==> src/rtl/frame_config_writer.sv <==
// frame_config_writer: streams valid/ready words into one fabric column's
// FrameData/FrameStrobe configuration port. SET_ADDR selects the first frame,
// and each following data word writes the next frame.
// Optional feature macro: FRAME_WRITER_CHECKSUM_EN adds a 16-bit running
// checksum of the accepted data words.
module frame_config_writer #(
  parameter int FrameBitsPerRow = 32,
  parameter int MaxFramesPerCol = 20,
  parameter int StrobeCycles    = 1
) (
  input  logic                       UserCLK,
  input  logic                       resetn,
  input  logic                       s_valid,
  output logic                       s_ready,
  input  logic                       s_cmd,
  input  logic [FrameBitsPerRow-1:0] s_data,
  output logic [FrameBitsPerRow-1:0] FrameData,
  output logic [MaxFramesPerCol-1:0] FrameStrobe,
  output logic                       busy,
  output logic                       err,
  output logic                       col_done
`ifdef FRAME_WRITER_CHECKSUM_EN
  ,
  output logic [15:0]                checksum
`endif
);

  localparam logic [1:0] IDLE   = 2'd0;
  localparam logic [1:0] SETUP  = 2'd1;
  localparam logic [1:0] STROBE = 2'd2;
  localparam logic [1:0] HOLD   = 2'd3;

  localparam int IW = 5;
  localparam int CW = (StrobeCycles > 1) ? $clog2(StrobeCycles) : 1;
  localparam logic [IW-1:0]  LAST_IDX = IW'(MaxFramesPerCol - 1);
  localparam logic [IW:0]    NUM_FRM  = (IW + 1)'(MaxFramesPerCol);
  localparam logic [CW-1:0]  CNT_LAST = CW'(StrobeCycles - 1);
  localparam logic [MaxFramesPerCol-1:0] ONE = {{(MaxFramesPerCol-1){1'b0}}, 1'b1};

  localparam logic [1:0] OP_SET_ADDR = 2'b00;
  localparam logic [1:0] OP_CLEAR    = 2'b01;

  logic [1:0]    state;
  logic [IW-1:0] idx;
  logic          addr_valid;
  logic [CW-1:0] cnt;
  logic          hs;
  logic [1:0]    opcode;

  assign s_ready  = resetn & (state == IDLE);
  assign hs       = s_valid & s_ready;
  assign opcode   = s_data[31:30];
  assign busy     = (state != IDLE);
  assign col_done = (state == HOLD) && (idx == LAST_IDX);

  // Command decode, frame write sequencing and strobe generation.
  always_ff @(posedge UserCLK or negedge resetn) begin
    if (!resetn) begin
      state       <= IDLE;
      FrameData   <= '0;
      FrameStrobe <= '0;
      err         <= 1'b0;
      idx         <= '0;
      addr_valid  <= 1'b0;
      cnt         <= '0;
    end else begin
      case (state)
        IDLE: begin
          if (hs) begin
            if (s_cmd) begin
              case (opcode)
                OP_SET_ADDR: begin
                  idx <= s_data[IW-1:0];
                  if ({1'b0, s_data[IW-1:0]} >= NUM_FRM) begin
                    err        <= 1'b1;
                    addr_valid <= 1'b0;
                  end else begin
                    addr_valid <= 1'b1;
                  end
                end
                OP_CLEAR: begin
                  err        <= 1'b0;
                  addr_valid <= 1'b0;
                end
                default: err <= 1'b1;
              endcase
            end else if (addr_valid) begin
              FrameData <= s_data;
              state     <= SETUP;
            end else begin
              err <= 1'b1;
            end
          end
        end
        SETUP: begin
          FrameStrobe <= ONE << idx;
          cnt         <= '0;
          state       <= STROBE;
        end
        STROBE: begin
          if (cnt == CNT_LAST) begin
            FrameStrobe <= '0;
            state       <= HOLD;
          end else begin
            cnt <= cnt + 1'b1;
          end
        end
        default: begin
          state <= IDLE;
          if (idx == LAST_IDX) begin
            idx        <= '0;
            addr_valid <= 1'b0;
          end else begin
            idx <= idx + 1'b1;
          end
        end
      endcase
    end
  end

`ifdef FRAME_WRITER_CHECKSUM_EN
  // Running sum of both halves of every accepted data word; CLEAR zeroes it.
  always_ff @(posedge UserCLK or negedge resetn) begin
    if (!resetn) begin
      checksum <= '0;
    end else if (hs) begin
      if (s_cmd && (opcode == OP_CLEAR)) begin
        checksum <= '0;
      end else if (!s_cmd && addr_valid) begin
        checksum <= checksum + s_data[15:0] + s_data[31:16];
      end
    end
  end
`endif

endmodule

==> config.mk <==
export PLATFORM = sky130hd
export DESIGN_NAME = frame_config_writer
export DESIGN_NICKNAME = d
export VERILOG_FILES = /design/src/rtl/frame_config_writer.sv
export SDC_FILE = /design/constraint.sdc
export NUM_CORES = 1
export LEC_CHECK = 0
export BUFFER_PORTS_ARGS = -buffer_cell sky130_fd_sc_hd__buf_2
export CAP_MARGIN = 20
export CORE_MARGIN = 1.5
export CORE_UTILIZATION = 50
export DETAILED_ROUTE_END_ITERATION = 10
export HOLD_SLACK_MARGIN = 0.15
export PLACE_DENSITY = 0.82
export SYNTH_ARGS = -nofsm -noshare
export SYNTH_HDL_FRONTEND = slang
export SYNTH_SLANG_ARGS = --single-unit
==> constraint.sdc <==
create_clock -name UserCLK -period 2.5 [get_ports UserCLK]
set_input_delay 0.25 -clock UserCLK [delete_from_list [all_inputs] [get_ports UserCLK]]
set_output_delay 0.25 -clock UserCLK [all_outputs]
set_load 0.01 [all_outputs]
==> qor_table.md <==
| Item | Reported | Unit |
| --- | --- | --- |
| HPWL after detailed placement | 4.095 | mm |
| Number of buffers on the longest clock path | 2 | - |
| Placer congestion estimate | 0.7844 | - |
| Post-Synthesis Mean Instance Area | 12.79 | sq um |
| Power density of the placed cells | 1196 | nW/um^2 |
| Largest cells by area after synthesis | sky130_fd_sc_hd__dfrtp_1 56%, sky130_fd_sc_hd__mux2_1 11%, sky130_fd_sc_hd__ha_1 4.1%, sky130_fd_sc_hd__mux2_2 2.9%, sky130_fd_sc_hd__o2bb2ai_1 2.9% | - |
| I/O pin cnt | 92 | - |
| Area growth from synthesis to layout | 37.12 | % |
| Worst Max-Slew Pin Slew | 0.7079 | ns |
| Total clock buffers created by CTS | 9 | - |
| Total global routing track utilization | 0.2158 | - |
| Core utilization of the finished layout | 0.7221 | - |
| Flop and latch count out of synthesis | 61 | - |
| Area fraction of the dominant cell type after synthesis | 0.5604 | - |
| Post-Synthesis Cells | 213 | - |
| Hold wc startpoint | s_data[18] | - |
| Power dissipated by switching net loads | 1.615 | mW |
| Remaining antenna violation count | 0 | - |
| Total Wirelength | 6.112 | mm |
| Wire length of the first global-routing pass | 9.922 | mm |
| Initial core utilization | 0.5266 | - |
| Most used cells in the layout excluding fill and tap cells | 91 x sky130_fd_sc_hd__buf_2, 61 x sky130_fd_sc_hd__dfrtp_1, 26 x sky130_fd_sc_hd__mux2_1 | - |
| Clock tree sinks | 61 | - |
| Part of the power in combinational logic | 0.393 | - |
| Total negative slack | 0 | ns |
| Post-route worst hold slack | 0.1619 | ns |
| Power share of the clock group | 0.232 | - |
| Largest net degree at the start of global routing | 59 | - |
| Via/cell ratio | 5.153 | - |
| Type of the tightest min-delay check | in2reg | - |
| Commonest non-fill, non-tap cell in the layout | sky130_fd_sc_hd__buf_2 | - |
| Setup Viol. Count Final | 0 | - |
| H-tree depth | 3 | - |
| Startpoint of the lowest-slack register-to-register path | state[0]$_DFFE_PN0P_ | - |
| Status | completed | - |
| Endpoint of the most critical register-to-register path | idx[1]$_DFFE_PN0P_ | - |
| GRT Residual Overflow | 0 | - |
| Smallest setup slack after layout | 0.6026 | ns |
| Cell-by-cell listing of the critical path | dlygate4sd3_1, buf_2, nand3_1, nor3b_2, buf_4, mux2_1 | - |
| RSZ-0062 raised after global routing | false | - |
| Total core area | 5172 | sq um |
| Die width | 76.81 | um |
| Detail-routed net length per standard cell | 14.87 | um |
| R2R cell count | 5 | - |
| M2 GR Usage | 0.3611 | - |
| Fraction of the yosys area taken by sequential cells | 0.5604 | - |
| Overall power consumption | 4.467 | mW |
| Cell depth of the worst hold path | 2 | - |
| Ratio of cells with drive above 1 in the final layout | 0.3676 | - |
| CTS root buffer | sky130_fd_sc_hd__clkbuf_8 | - |
| Worst-path maximum fanout | 26 | - |
| Static power due to leakage | 1.885 | nW |
| Area of the mapped netlist | 2724 | sq um |
| Antenna violations before repair | 0 | - |
| Worst EP arrival | 2.11 | ns |
| DRC violations left | 0 | - |
| Share of the clock period used by the worst path | 0.7590 | - |
| DP Worst Slack | 0.6278 | ns |
| Met1 routing resource usage after global routing | 0.2655 | - |
| Num rows | 26 | - |
| Via count of the first global-routing pass | 2106 | - |
| Number of detailed-routing iterations run before antenna repair | 4 | - |
| Crit Path Class | in2reg | - |
| CTS tree | built | - |
| Die height | 76.81 | um |
| Met3 layer usage reported by global route | 0.05238 | - |
| Switching power as a share of total power | 0.3615 | - |
| Sequential share of power | 0.375 | - |
| Clk pin slew, worst setup/hold paths | 0.07 | ns |
| Number of input and output port buffers inserted | 91 | - |
| Clock latency reported for the late side of the worst-skew pair | 0.33 | ns |
| # nets final | 380 | - |
| Syn_nets | 258 | - |
| Internal reg-to-reg setup slack | 0.61 | ns |
| Detailed Route Iter0 Violations | 123 | - |
| Worst Path Required | 2.71 | ns |
| Yosys warns | 0 | - |
| Buffers inserted by post-CTS timing repair | 0 | - |
| Cell taking the most area after synthesis | sky130_fd_sc_hd__dfrtp_1 | - |
| Standard cell with the maximum stage delay on the critical path | sky130_fd_sc_hd__dlygate4sd3_1 | - |
| Max-cap viol count | 0 | - |
| Number of pins exceeding their max-slew limit in the final report | 0 | - |
| Worst ir drop on vdd | 0.7097 | mV |
| Area enclosed by the die boundary | 5900 | sq um |
| Worst clock skew | 0.005868 | ns |
| Unique masters post-synth | 36 | - |
| Via count | 2118 | - |
| Number of failing hold endpoints at the final stage | 0 | - |
| Max frequency | 527.0 | MHz |
| Headroom to the max-slew limit | 0.5281 | - |
| Crit path largest cell delay | 0.53 | ns |
| Internal cell power | 2.852 | mW |
| Final critical-path required period | 1.897 | ns |
| Endpoint, Worst Hold | FrameData[18]$_DFFE_PN0P_ | - |
| Global-route layer with the greatest usage | met2 | - |
| Critical Path Source Type | primary input | - |
| Worst setup EP type | register | - |
[stage by stage]
step | cells | area [sq um]
floorplan | 213 | 2724
global placement | 369 | 3238
detailed placement | 369 | 3238
CTS | 410 | 3732
global route | 410 | 3732
finish | 411 | 3735
[worst max-delay path by stage]
stage	depth (start not counted)	from	to
2_1_floorplan	7	state[0]$_DFFE_PN0P_	FrameData[10]$_DFFE_PN0P_
3_3_place_gp	6	state[1]$_DFFE_PN0P_	addr_valid$_DFFE_PN0P_
3_5_place_dp	6	state[1]$_DFFE_PN0P_	FrameData[18]$_DFFE_PN0P_
4_1_cts	4	idx[0]$_DFFE_PN0P_	col_done
5_1_grt	6	state[0]$_DFFE_PN0P_	FrameData[20]$_DFFE_PN0P_
6_report	6	resetn	FrameData[8]$_DFFE_PN0P_
[repair_timing]
action,CTS,global route
endpoints found under the hold margin,27,0
hold buffers,25,0
gates resized for setup,0,0
[routing by layer]
metal | up-vias | wire length, um
met1 | 1029 | 2621
met2 | 59 | 3111
met4 | 0 | 132
met5 | - | 0
li1 | 1018 | -
met3 | 12 | 245
[area by class of cell]
| cell class | instances | area (sq um) |
|---|---|---|
| diodes | 1 | 2.502 |
| clock buffers | 13 | 178.9 |
| clock inverters | 3 | 65.06 |
| fillers | 362 | 1438 |
| inverters | 17 | 63.81 |
| multi-input cells | 124 | 1060 |
| flip-flops and latches | 61 | 1526 |
| well taps | 70 | 87.58 |
| repair buffers | 122 | 750.7 |
[sequential cells by signal, summed over array words and instances, names as in the netlist]
| register | count |
|---|---|
| FrameStrobe | 20 |
| state | 2 |
| addr_valid | 1 |
| FrameData | 32 |
| idx | 5 |
| err | 1 |
[critical path: cells and delay by family]
family	cells	cell delay, ns
buf+inv	3	1.08
simple gates	2	0.40
mux	1	0.37
[logic make-up after synthesis]
kind of cell / Yosys count / synth area share
multiplexers: 37 / 0.1511
AO/OA/AOI/OAI: 41 / 0.1144
adder cells (fa/ha/maj): 9 / 0.04134
buffers and inverters: 28 / 0.05236
flip-flops: 61 / 0.5604
AND/OR/NAND/NOR: 37 / 0.08039
[cell usage after synthesis, drive strengths merged]
cell type   n
o21a        1
o2bb2ai     9
o31ai       2
and3        1
dfrtp      61
nand2       6
and4bb      1
o22a        2
mux2       33
buf         8
nand4       2
clkbuf      3
nor2        3
nor4        2
a22o        6
nor3        4
nor2b       3
o211ai      1
inv        16
mux2i       4
a222oi      1
nand3      10
ha          9
and2        2
o311ai      2
nand2b      1
o21ai      10
a21oi       5
clkinv      1
nor3b       1
nand4bb     1
a221oi      2
[power by group through the flow]
stage / Clock, mW / Sequential (mW) / Combinational [mW]
floorplan: 0 / 1.80 / 0.967
global placement: 0 / 1.66 / 1.67
detailed placement: 0 / 1.69 / 1.72
CTS: 1.05 / 1.68 / 1.76
global route: 1.10 / 1.74 / 1.93
finish: 1.04 / 1.67 / 1.76
No activity file was read; power rests on OpenSTA's default activity.
